[src/rtl/time_entry_loader.sv]
// time_entry_loader
//
// Keypad-side writer for the timer's BCD down-counter load interface. Collects
// up to MAX_DIGITS decimal key presses into an M:SS shift buffer, validates the
// seconds-tens digit on ENTER, and issues a one-cycle active-low load strobe
// with the three BCD nibbles to the downstream counter chain.
//
// Optional build macro:
//   KEY_EDGE_DETECT_EN - digit_valid is treated as a level; a digit is accepted
//                        only on a 0->1 transition of the registered digit_valid
//                        (one extra cycle of latency).
//
// Ports:
//   clk            in   system clock, rising edge
//   clear          in   asynchronous active-high reset
//   digit_valid    in   digit strobe
//   digit[3:0]     in   key code, 0-9 legal
//   enter          in   commit request pulse
//   cancel         in   abort request pulse
//   loadn          out  active-low load strobe
//   data_sec_ones  out  load value, seconds ones
//   data_sec_tens  out  load value, seconds tens
//   data_min_ones  out  load value, minutes ones
//   entering       out  high while an entry is in progress
//   count[1:0]     out  digits currently buffered
//   err            out  one-cycle pulse on a rejected action

module time_entry_loader #(
    parameter int unsigned MAX_SEC_TENS = 5,
    parameter int unsigned MAX_DIGITS   = 3
) (
    input  logic       clk,
    input  logic       clear,
    input  logic       digit_valid,
    input  logic [3:0] digit,
    input  logic       enter,
    input  logic       cancel,
    output logic       loadn,
    output logic [3:0] data_sec_ones,
    output logic [3:0] data_sec_tens,
    output logic [3:0] data_min_ones,
    output logic       entering,
    output logic [1:0] count,
    output logic       err
);

    localparam logic [1:0] MaxCount = 2'(MAX_DIGITS);
    localparam logic [3:0] MaxTens  = 4'(MAX_SEC_TENS);

    typedef enum logic [1:0] {StIdle, StEntry, StLoad} state_e;

    state_e     state;
    logic       key_stb;
    logic [3:0] key_code;
    logic       key_legal;

`ifdef KEY_EDGE_DETECT_EN
    logic       dv_q;
    logic       dv_qq;
    logic [3:0] digit_q;

    always_ff @(posedge clk or posedge clear) begin
        if (clear) begin
            dv_q    <= 1'b0;
            dv_qq   <= 1'b0;
            digit_q <= 4'h0;
        end else begin
            dv_q    <= digit_valid;
            dv_qq   <= dv_q;
            digit_q <= digit;
        end
    end

    // Rising edge of the registered level; the code travels with it.
    assign key_stb  = dv_q & ~dv_qq;
    assign key_code = digit_q;
`else
    assign key_stb  = digit_valid;
    assign key_code = digit;
`endif

    assign key_legal = (key_code <= 4'd9);

    always_ff @(posedge clk or posedge clear) begin
        if (clear) begin
            state         <= StIdle;
            loadn         <= 1'b1;
            data_sec_ones <= 4'h0;
            data_sec_tens <= 4'h0;
            data_min_ones <= 4'h0;
            entering      <= 1'b0;
            count         <= 2'd0;
            err           <= 1'b0;
        end else begin
            err   <= 1'b0;
            loadn <= 1'b1;
            unique case (state)
                StIdle: begin
                    // cancel has no effect here but still masks enter/digit.
                    if (cancel) begin
                        state <= StIdle;
                    end else if (enter) begin
                        err <= 1'b1;
                    end else if (key_stb) begin
                        if (key_legal) begin
                            // Shifts into whatever the last load left behind.
                            data_min_ones <= data_sec_tens;
                            data_sec_tens <= data_sec_ones;
                            data_sec_ones <= key_code;
                            count         <= 2'd1;
                            state         <= StEntry;
                            entering      <= 1'b1;
                        end else begin
                            err <= 1'b1;
                        end
                    end
                end
                StEntry: begin
                    if (cancel) begin
                        data_min_ones <= 4'h0;
                        data_sec_tens <= 4'h0;
                        data_sec_ones <= 4'h0;
                        count         <= 2'd0;
                        state         <= StIdle;
                        entering      <= 1'b0;
                    end else if (enter) begin
                        if (data_sec_tens > MaxTens) begin
                            err <= 1'b1;
                        end else begin
                            state    <= StLoad;
                            loadn    <= 1'b0;
                            entering <= 1'b0;
                        end
                    end else if (key_stb) begin
                        if (!key_legal || count == MaxCount) begin
                            err <= 1'b1;
                        end else begin
                            data_min_ones <= data_sec_tens;
                            data_sec_tens <= data_sec_ones;
                            data_sec_ones <= key_code;
                            count         <= count + 2'd1;
                        end
                    end
                end
                StLoad: begin
                    // Inputs are ignored; data nibbles are retained.
                    state <= StIdle;
                    count <= 2'd0;
                end
                default: begin
                    state    <= StIdle;
                    entering <= 1'b0;
                end
            endcase
        end
    end

endmodule

[config.mk]
export PLATFORM = sky130hd
export DESIGN_NAME = time_entry_loader
export DESIGN_NICKNAME = d
export VERILOG_FILES = /design/src/rtl/time_entry_loader.sv
export SDC_FILE = /design/constraint.sdc
export NUM_CORES = 1
export LEC_CHECK = 0
export BUFFER_PORTS_ARGS = -buffer_cell sky130_fd_sc_hd__buf_2
export CAP_MARGIN = 40
export CORE_MARGIN = 5
export CORE_UTILIZATION = 49
export CTS_CLUSTER_SIZE = 16
export DETAILED_ROUTE_END_ITERATION = 16
export PLACE_DENSITY = 0.82
export SYNTH_ARGS = -nofsm -noshare
export SYNTH_HDL_FRONTEND = slang
export SYNTH_SLANG_ARGS = --single-unit
[constraint.sdc]
create_clock -name clk -period 2.25 [get_ports clk]
set_input_delay 0.1125 -clock clk [delete_from_list [all_inputs] [get_ports clk]]
set_output_delay 0.1125 -clock clk [all_outputs]
set_load 0.05 [all_outputs]
==> impl_results.rst, run 1 <==
.. list-table::
   :header-rows: 1

   * - Metric
     - Value
   * - Number of max-capacitance violations reported
     - 0
   * - Tmin final
     - between 1.5 and 2 ns
   * - Relative max-transition margin
     - 53.1%
   * - Die Width
     - 54.4 um
   * - CTS Sinks
     - 19
   * - Antenna Diode Count
     - 0
   * - Leading cell type in the layout, fill and taps excluded
     - sky130_fd_sc_hd__buf_2
   * - Cell Area, Synth
     - approximately 960 um2
   * - Multiplexer fraction of the synthesized cell area
     - ~12%
   * - Tot GR Track Use
     - 14.9%
   * - Pins over their slew limit
     - 0
   * - Area of the die
     - approximately 3000 um2
   * - Fin area
     - between 1000 and 1500 um2
   * - Final routed DRC violation total
     - 0
   * - Post-CTS Setup Repair Bufs
     - 0
   * - Worst Setup Path Type
     - flip-flop to flip-flop
   * - Area grow syn2layout
     - 18.5%
   * - Least setup slack across all paths after layout
     - between 0.4 and 0.5 ns
   * - Main combinational cell family by area after synthesis
     - simple AND/OR/NAND/NOR gates
   * - Floorplan die height
     - about 54 um
   * - Number of violations reported at the end of detailed-routing iteration 0
     - 13
   * - DR vias
     - slightly below 800
   * - Number of distinct library cells after synthesis
     - 34
   * - Largest delay share family, worst path
     - compound AO/OA/AOI/OAI gates
   * - Final instance count without filler cells
     - 151
   * - Synthesized-area fraction occupied by ao, oa, aoi and oai cells
     - around a tenth
   * - Utilization after layout
     - 59.5%
   * - Number of iterations in the first detailed-routing pass
     - 4
   * - Count of boundary I/O pins
     - 26
   * - TritonCTS clock tree
     - yes
   * - Std-Cell Core Area
     - 1920 um2
   * - Number of nets with antenna violations after detailed routing
     - 0
   * - Per-cell routed wire length
     - 12.4 um
   * - Critical Path Source Type
     - flip-flop
   * - Placer Congestion
     - roughly 0.84
   * - Initial Util
     - around 50%
   * - Share of synthesized cell area in and, or, nand and nor gates
     - a little under a fifth
   * - Adder-cell share of the synthesized area
     - about 1.3%
   * - Maximum number of pins on one net before global-route repair
     - 20
   * - Total number of nets in the final design
     - between 100 and 150
   * - Clock-pin slew on the worst setup and hold paths
     - around 0.1 ns
   * - Ys async rst share
     - 100%
   * - Per-cell via count in the routed design
     - 5.17
   * - Power per cell area
     - 928 nW/um2
   * - Crit path arrival time
     - ~2.0 ns
   * - CP max FO
     - 5
   * - Worst Path Required
     - about 2.4 ns
   * - Syn Inst Count
     - 97
   * - Commonest register cell after synthesis
     - sky130_fd_sc_hd__dfrtp_1
   * - Startpoint of the most critical register-to-register path
     - count[0]
   * - # setup viols final
     - 0
   * - Number of buffers added by the clock tree synthesis step
     - 3
   * - Worst path cell trace
     - ha_1, or4b_4, o2111a_1, a311o_1
   * - Status
     - complete, no violations
   * - DP Cell Count
     - ~150
   * - Number of I/O port buffers
     - 25
   * - Worst setup path startpoint
     - count[0]
   * - Buffers and inverters on the worst path
     - 0
   * - Hold crit path type
     - primary input to flip-flop
   * - Post-detailed-routing wire length
     - 1870 um
   * - Hold Fails Final Rpt
     - 0
   * - Post-synthesis share of cell area spent on xor and xnor gates
     - 0%
   * - Fmax achieved
     - 552 MHz
   * - Leading cell types in the layout, fill and taps excluded
     - sky130_fd_sc_hd__buf_2, sky130_fd_sc_hd__dfrtp_1, sky130_fd_sc_hd__nand2_1
   * - Hold path startpoint
     - digit[0]
   * - Slowest cell on the critical path
     - sky130_fd_sc_hd__or4b_4
   * - Worst hold slack after final layout
     - 0.0507 ns
   * - H-tree levels
     - 1
   * - Leftover overflow at the end of global routing
     - 0
   * - Flip-flop and latch count after synthesis
     - 19
   * - Kind of capture point of the worst setup path
     - flip-flop
   * - Part of the Yosys area used for sequential elements
     - 49.4%
   * - Average cell area after synthesis
     - between 9 and 10 um2
   * - Count of flip-flops with a built-in enable after synthesis
     - 0
   * - Worst voltage drop across the vdd grid
     - slightly above 0.0004 V
   * - Master cell of the clock root buffer
     - sky130_fd_sc_hd__clkbuf_4
   * - Skew-Pair Late Insertion Delay
     - 0.29 ns
   * - Power Total
     - 1.06 mW
   * - Unrepaired setup endpoints after global routing
     - no
   * - Maximum clock insertion buffer count
     - 2
   * - Number of global-route vias before repair
     - 776
   * - Leakage power of the design
     - 0.643 nW
   * - Ratio of final minimum period to clock period
     - 80.5%
   * - Initial antenna violation count
     - 0
   * - First-pass GRT wire length
     - between 3000 and 4000 um
   * - Final total negative setup slack
     - 0 ns
   * - Number of standard-cell rows in the floorplan
     - 16
   * - Net Count, Synth
     - around 110
   * - Fraction of layout cells with a size suffix above 1
     - 27.4%
   * - Least-Margin Pin Slew
     - approximately 0.70 ns
   * - Pre-CTS worst setup slack
     - around 0.46 ns
   * - DP Area
     - around 1100 um2
   * - Largest stage delay on the critical path
     - roughly 0.50 ns
   * - Clock skew after layout
     - roughly 0.0024 ns
   * - Total number of yosys warnings
     - 0
layout make-up:
type                            count  area, um2
Multi-Input combinational cell     60        412
Fill cell                         179        778
Sequential cell                    19        477
Inverter                           14       52.6
Timing Repair Buffer               27        143
Clock buffer                        4       26.3
Tap cell                           27       33.8
registers in the layout, indices dropped and copies added (netlist names):
signal,count
data_sec_tens,4
data_min_ones,4
entering,1
state,2
data_sec_ones,4
count,2
loadn,1
err,1
worst register-to-register path, cell delays in order, from the launching register on:
cell and delay [ns]:
sky130_fd_sc_hd__dfrtp_1 0.44, sky130_fd_sc_hd__ha_1 0.26, sky130_fd_sc_hd__or4b_4 0.50, sky130_fd_sc_hd__o2111a_1 0.24
sky130_fd_sc_hd__a311o_1 0.27
worst paths after layout:
check	cells past startpoint	slack, ns	to
max	4	0.44	count[1]
min	3	0.05	data_sec_ones[0]
max reg2reg	4	0.44	count[1]
min reg2reg	2	0.53	data_min_ones[0]
max in group asynchronous	3	1.34	data_sec_ones[0]
min in group asynchronous	3	0.47	data_sec_ones[2]
layer usage:
layer  vias up  GRT usage, %  wire (um)
li1        385             -          -
met1       375          17.3        838
met2        18          25.3        905
met3         2          3.81        114
met4         0          7.05         15
met5         -             0          0
Yosys cell counts (2+ instances only):
master                     instances  area share, %
sky130_fd_sc_hd__inv_1            14            5.4
sky130_fd_sc_hd__clkbuf_1          2           0.78
sky130_fd_sc_hd__mux2i_1          12             12
sky130_fd_sc_hd__and3_1            2            1.3
sky130_fd_sc_hd__nand2b_1          2            1.3
sky130_fd_sc_hd__a21oi_1           2            1.0
sky130_fd_sc_hd__nand3_1           2            1.0
sky130_fd_sc_hd__nor3_1            2            1.0
sky130_fd_sc_hd__nor2_1            2           0.78
sky130_fd_sc_hd__nand2_1          16            6.2
sky130_fd_sc_hd__dfrtp_1          18             47
power breakdown:
group / internal, mW / switching [mW] / leakage, nW
clock: 0.0688 / 0.0979 / 0.0150
sequential: 0.405 / 0.0513 / 0.245
combinational: 0.109 / 0.329 / 0.383
repair_timing:
item	in CTS	in global routing
resized for setup	0	0
endpoints found under the setup margin	0	0
hold endpoints to repair	18	0
hold buffers	1	0
kinds of logic after synthesis:
family          Yosys count
simple gates             34
flops                    19
buf+inv                  18
compound gates           13
mux                      12
fa+ha+maj                 1
Note: power is estimated with default switching activity, not from simulation.
==> inputs of run 2 (changes only) <==
==> constraint.sdc (replaced) <==
create_clock -name clk -period 1.7 [get_ports clk]
set_input_delay 0.085 -clock clk [delete_from_list [all_inputs] [get_ports clk]]
set_output_delay 0.085 -clock clk [all_outputs]
set_load 0.05 [all_outputs]
==> run 2 against run 1 <==
The run now ends with negative setup slack left. Sequential cell count unchanged. Power up 36%. Wire length up 9.1%. Largest power group is now combinational cells.
==> impl_results.rst, run 2 (same netlist as run 1, synthesis figures left out) <==
.. list-table::
   :header-rows: 1

   * - Metric
     - Value
   * - Status
     - finished with violations
   * - Failing checks
     - negative setup slack
   * - Area grow syn2layout
     - 23.2%
   * - CTS Sinks
     - 19
   * - Post-CTS Setup Repair Bufs
     - 0
   * - First-pass GRT wire length
     - 3400 um
   * - Registers with the highest flip-flop counts
     - data_min_ones (4), data_sec_ones (4), data_sec_tens (4)
   * - Number of global-route vias before repair
     - just over 800
   * - Final total negative setup slack
     - -0.0273 ns
   * - Leading cell types in the layout, fill and taps excluded
     - sky130_fd_sc_hd__buf_2, sky130_fd_sc_hd__nand2_1, sky130_fd_sc_hd__dfrtp_1
   * - Worst voltage drop across the vdd grid
     - 0.000627 V
   * - Utilization after layout
     - 61.8%
   * - Initial Util
     - between 50 and 60%
   * - Area of the die
     - 2960 um2
   * - Number of nets with antenna violations after detailed routing
     - 0
   * - Fmax achieved
     - slightly below 600 MHz
   * - Maximum clock insertion buffer count
     - 2
   * - Worst path cell trace
     - ha_4, or4b_4, o2111a_1, a311o_1
   * - Per-cell via count in the routed design
     - 5.40
   * - Relative max-transition margin
     - between 50% and 60%
   * - Logic gate share of total power
     - 42.5%
   * - Internal power contribution
     - a little under 800 uW
   * - Hold crit path type
     - primary input to flip-flop
   * - Worst Reg2Reg Path Length in Cells
     - 4
   * - Count of boundary I/O pins
     - 26
   * - Number of buffers added by the clock tree synthesis step
     - 3
   * - Worst hold slack after final layout
     - approximately 0.014 ns
   * - Leftover overflow at the end of global routing
     - 0
   * - Antenna Diode Count
     - 0
   * - Number of iterations in the first detailed-routing pass
     - 4
   * - Initial antenna violation count
     - 0
   * - Slowest cell on the critical path
     - sky130_fd_sc_hd__or4b_4
   * - Worst Setup Path Type
     - flip-flop to flip-flop
   * - DR vias
     - 837
   * - Clock network fraction of design power
     - between 15 and 20%
   * - Buffers and inverters on the worst path
     - 0
   * - Leading cell type in the layout, fill and taps excluded
     - sky130_fd_sc_hd__buf_2
   * - Worst setup path startpoint
     - count[1]
   * - Critical Path Source Type
     - flip-flop
   * - Fraction of layout cells with a size suffix above 1
     - between 30% and 40%
   * - CP max FO
     - 4
   * - Floorplan die height
     - ~54 um
   * - Largest stage delay on the critical path
     - approximately 0.48 ns
   * - Unrepaired setup endpoints after global routing
     - yes
   * - Clock skew after layout
     - 0.00332 ns
   * - CTS resizes
     - 0
   * - Final routed DRC violation total
     - 0
   * - Relative contribution of sequential cells to total power
     - 41.7%
   * - Switching share of total power
     - 45.1%
   * - Ratio of final minimum period to clock period
     - 102%
   * - Instance count on the critical path
     - 4
   * - Per-cell routed wire length
     - 13.2 um
   * - Master cell of the clock root buffer
     - sky130_fd_sc_hd__clkbuf_4
   * - Placer Congestion
     - 0.865
   * - Post-DP HPWL
     - around 1500 um
   * - Hold Fails Final Rpt
     - 0
   * - Skew-Pair Late Insertion Delay
     - 0.29 ns
   * - Leakage power of the design
     - roughly 0.66 nW
   * - TritonCTS clock tree
     - yes
   * - Maximum number of pins on one net before global-route repair
     - 20
   * - Number of I/O port buffers
     - 25
   * - Power dissipated by switching net loads
     - around 650 uW
   * - # setup viols final
     - 1
   * - Die Width
     - 54.4 um
   * - Number of standard-cell rows in the floorplan
     - 16
   * - Worst Path Required
     - 1.88 ns
   * - Largest delay share family, worst path
     - compound AO/OA/AOI/OAI gates
   * - Tmin final
     - ~1.7 ns
   * - Total number of nets in the final design
     - between 100 and 150
   * - Least-Margin Pin Slew
     - between 0.7 and 0.8 ns
   * - Power per cell area
     - between 1000 and 1500 nW/um2
   * - Number of violations reported at the end of detailed-routing iteration 0
     - 15
   * - Post-detailed-routing wire length
     - roughly 2000 um
   * - Crit path arrival time
     - around 1.9 ns
   * - Tot GR Track Use
     - between 10% and 20%
   * - Total of fill cells in the finished design
     - approximately 180
   * - Kind of capture point of the worst setup path
     - flip-flop
   * - Startpoint of the most critical register-to-register path
     - count[1]
   * - Clock-pin slew on the worst setup and hold paths
     - roughly 0.11 ns
   * - Std-Cell Core Area
     - about 1900 um2
   * - Number of max-capacitance violations reported
     - 0
   * - H-tree levels
     - 1
   * - Hold path startpoint
     - digit[0]
   * - Least setup slack across all paths after layout
     - -0.0273 ns
   * - Pins over their slew limit
     - 0
   * - Hold Path Depth
     - 3
## run 2: final timing paths
| path | endpoint | slack, ns |
|---|---|---|
| max | count[1] | -0.03 |
| min | data_sec_ones[0] | 0.01 |
| max reg2reg | count[1] | -0.03 |
| min reg2reg | data_min_ones[0] | 0.53 |
| max in group asynchronous | count[0] | 0.76 |
| min in group asynchronous | data_min_ones[3] | 0.45 |
## run 2: metrics by stage
step | worst slack (ns) | cell area, um2 | power, mW | cells
after floorplan | -0.111 | 980 | 1.06 | 97
after global placement | 0.0360 | 1150 | 1.21 | 150
after detailed placement | -0.0158 | 1150 | 1.23 | 150
after CTS | -0.0295 | 1190 | 1.45 | 155
after global routing | -0.0641 | 1190 | 1.52 | 155
final | -0.0273 | 1190 | 1.44 | 155
## run 2: worst min-delay path: cells and delay by family
family	cells	cell delay, ns
buf+inv	2	0.13
mux	1	0.05
## run 2: what timing repair did
item / CTS / global route
hold buffers: 1 / 0
endpoints found under the hold margin: 18 / 0
endpoints found under the setup margin: 1 / 1
## run 2: layout make-up
| type | instances | area (um2) | share of cell area [%] |
|---|---|---|---|
| sequential | 19 | 479 | 40.3 |
| multi-input combinational | 60 | 424 | 35.7 |
| timing repair buffer | 31 | 173 | 14.5 |
| inverter | 14 | 52.6 | 4.42 |
| tap | 27 | 33.8 | 2.84 |
| clock buffer | 4 | 26.3 | 2.21 |
## run 2: layer usage
metal | GRT usage [%] | share of wire [%] | up-vias
met5 | 0 | 0 | -
met4 | 7.47 | 1.3 | 0
met3 | 3.00 | 6.3 | 4
met2 | 27.7 | 50 | 27
met1 | 19.3 | 43 | 413
li1 | - | - | 393
## run 2: power groups by stage
stage / clock [mW] / combinational [mW] / sequential [mW]
6_report: 0.229 / 0.612 / 0.601
4_1_cts: 0.233 / 0.619 / 0.602
2_1_floorplan: 0 / 0.157 / 0.905
3_3_place_gp: 0 / 0.601 / 0.606
5_1_grt: 0.251 / 0.657 / 0.612
3_5_place_dp: 0 / 0.615 / 0.612
==> inputs of run 3 (changes only) <==
--- a/config.mk
+++ b/config.mk
@@ -7,11 +7,13 @@
 export LEC_CHECK = 0
 export BUFFER_PORTS_ARGS = -buffer_cell sky130_fd_sc_hd__buf_2
 export CAP_MARGIN = 40
-export CORE_MARGIN = 5
+export CORE_ASPECT_RATIO = 1.2
+export CORE_MARGIN = 4
 export CORE_UTILIZATION = 49
 export CTS_CLUSTER_SIZE = 16
 export DETAILED_ROUTE_END_ITERATION = 16
 export PLACE_DENSITY = 0.82
+export SKIP_CTS_REPAIR_TIMING = 1
 export SYNTH_ARGS = -nofsm -noshare
 export SYNTH_HDL_FRONTEND = slang
 export SYNTH_SLANG_ARGS = --single-unit
==> run 3 against run 2 <==
The run still ends with negative setup slack left. Clock-buffer cell count unchanged. Sequential power about the same. Largest cell class unchanged. Hold slack got worse by 0.0023 ns. Design area decreased by 1.5%. Clock skew about the same.
==> impl_results.rst, run 3 (same netlist as run 1, synthesis figures left out) <==
.. list-table::
   :header-rows: 1

   * - Metric
     - Value
   * - Maximum number of pins on one net before global-route repair
     - 20
   * - Number of nets with antenna violations after detailed routing
     - 0
   * - Internal power contribution
     - around 790 uW
   * - Initial antenna violation count
     - 0
   * - Per-cell routed wire length
     - between 10 and 15 um
   * - Tot GR Track Use
     - around 15%
   * - Relative contribution of sequential cells to total power
     - 41.8%
   * - Number of iterations in the first detailed-routing pass
     - 4
   * - Unrepaired setup endpoints after global routing
     - yes
   * - Met1 track demand over resource
     - approximately 17%
   * - Tmin final
     - 1.72 ns
   * - Area grow syn2layout
     - 21.4%
   * - Worst Path Required
     - 1.88 ns
   * - Leftover overflow at the end of global routing
     - 0
   * - Relative max-transition margin
     - approximately 53%
   * - Leading cell types in the layout, fill and taps excluded
     - sky130_fd_sc_hd__buf_2, sky130_fd_sc_hd__nand2_1, sky130_fd_sc_hd__dfrtp_1
   * - M2 GR Usage
     - between 20% and 30%
   * - Hold crit path type
     - primary input to flip-flop
   * - Number of standard-cell rows in the floorplan
     - 17
   * - Number of buffers added by the clock tree synthesis step
     - 3
   * - H-tree levels
     - 1
   * - Count of boundary I/O pins
     - 26
   * - Crit path arrival time
     - around 1.9 ns
   * - Floorplan die height
     - ~57 um
   * - Std-Cell Core Area
     - 1850 um2
   * - Number of violations reported at the end of detailed-routing iteration 0
     - 4
   * - Fmax achieved
     - just under 600 MHz
   * - Least setup slack across all paths after layout
     - -0.0161 ns
   * - TritonCTS clock tree
     - yes
   * - Total number of nets in the final design
     - between 100 and 150
   * - Maximum clock insertion buffer count
     - 2
   * - Power dissipated by switching net loads
     - between 600 and 700 uW
   * - First-pass GRT wire length
     - between 3000 and 4000 um
   * - Logic gate share of total power
     - a little over two fifths
   * - Number of max-capacitance violations reported
     - 0
   * - Leading cell type in the layout, fill and taps excluded
     - sky130_fd_sc_hd__buf_2
   * - Worst voltage drop across the vdd grid
     - between 0.0005 and 0.0006 V
   * - Utilization after layout
     - 63.3%
   * - Registers with the highest flip-flop counts
     - data_min_ones (4), data_sec_ones (4), data_sec_tens (4)
   * - Kind of capture point of the worst setup path
     - flip-flop
   * - Initial Util
     - a little over half
   * - Clock network fraction of design power
     - 15.9%
   * - Gr busiest metal
     - met2
   * - DR vias
     - ~800
   * - Switching share of total power
     - 45.0%
   * - Final routed DRC violation total
     - 0
   * - Skew-Pair Late Insertion Delay
     - approximately 0.29 ns
   * - CTS Sinks
     - 19
   * - GR met3 Demand/Resource
     - 3.45%
   * - Fraction of layout cells with a size suffix above 1
     - around a third
   * - Clock-pin slew on the worst setup and hold paths
     - ~0.11 ns
   * - Critical Path Source Type
     - flip-flop
   * - Post-detailed-routing wire length
     - approximately 2000 um
   * - Hold Fails Final Rpt
     - 0
   * - Number of global-route vias before repair
     - ~820
   * - Status
     - finished with violations
   * - Clock skew after layout
     - around 0.003 ns
   * - Least-Margin Pin Slew
     - between 0.7 and 0.8 ns
   * - # setup viols final
     - 1
   * - Ratio of final minimum period to clock period
     - 101%
   * - Pins over their slew limit
     - 0
   * - Placer Congestion
     - ~0.77
   * - Post-DP HPWL
     - about 1500 um
   * - Leakage power of the design
     - ~0.66 nW
   * - Per-cell via count in the routed design
     - about 5.5
   * - Final total negative setup slack
     - -0.0161 ns
   * - Power per cell area
     - 1230 nW/um2
   * - Failing checks
     - negative setup slack
   * - Area of the die
     - 2750 um2
   * - Antenna Diode Count
     - 0
   * - Number of I/O port buffers
     - 25
   * - Worst Setup Path Type
     - flip-flop to flip-flop
   * - Master cell of the clock root buffer
     - sky130_fd_sc_hd__clkbuf_4
   * - CP max FO
     - 4
   * - Die Width
     - about 49 um
run 3: routing by layer:
metal	part of all wire [%]	wire length, um
met5	0	0
met2	51	1020
met3	6.1	122
met4	1.4	27
met1	41	825
run 3: power by group through the flow:
stage | Sequential (mW) | Clock (mW) | Combinational [mW]
2_1_floorplan | 0.905 | 0 | 0.157
3_3_place_gp | 0.607 | 0 | 0.596
3_5_place_dp | 0.613 | 0 | 0.610
4_1_cts | 0.603 | 0.235 | 0.611
5_1_grt | 0.617 | 0.251 | 0.650
6_report | 0.601 | 0.228 | 0.608
run 3: critical path, stage by stage (launching register included):
cell and delay [ns]:
sky130_fd_sc_hd__dfrtp_2 0.44, sky130_fd_sc_hd__ha_4 0.17, sky130_fd_sc_hd__or4b_4 0.48, sky130_fd_sc_hd__o2111a_1 0.24
sky130_fd_sc_hd__a311o_1 0.27
run 3: through the flow:
step / cell area, um2 / std cells / power (mW) / setup WS [ns] / hold WS, ns
floorplan: 980 / 97 / 1.06 / -0.111 / 0.0353
global placement: 1130 / 141 / 1.20 / 0.0368 / 0.223
detailed placement: 1130 / 141 / 1.22 / -0.00283 / 0.234
CTS: 1160 / 145 / 1.45 / -0.0183 / -0.0911
global route: 1170 / 146 / 1.52 / -0.0590 / 0.000987
finish: 1170 / 146 / 1.44 / -0.0161 / 0.0113
run 3: path summary, 6_finish.rpt:
kind | startpoint | to | slack, ns | cells past startpoint
worst max-delay path | count[1] | count[1] | -0.02 | 4
worst min-delay path | digit[0] | data_sec_ones[0] | 0.01 | 3
worst max register to register | count[1] | count[1] | -0.02 | 4
worst min register to register | data_min_ones[0] | data_min_ones[0] | 0.52 | 2
max in group asynchronous | clear | count[0] | 0.78 | 3
min in group asynchronous | clear | data_min_ones[2] | 0.44 | 3
run 3: layout make-up:
type	instances	area (um2)
clock buffer	4	26.3
fill	170	679
inverter	14	52.6
multi-input combinational	60	424
sequential	19	479
tap	19	23.8
timing repair buffer	30	165
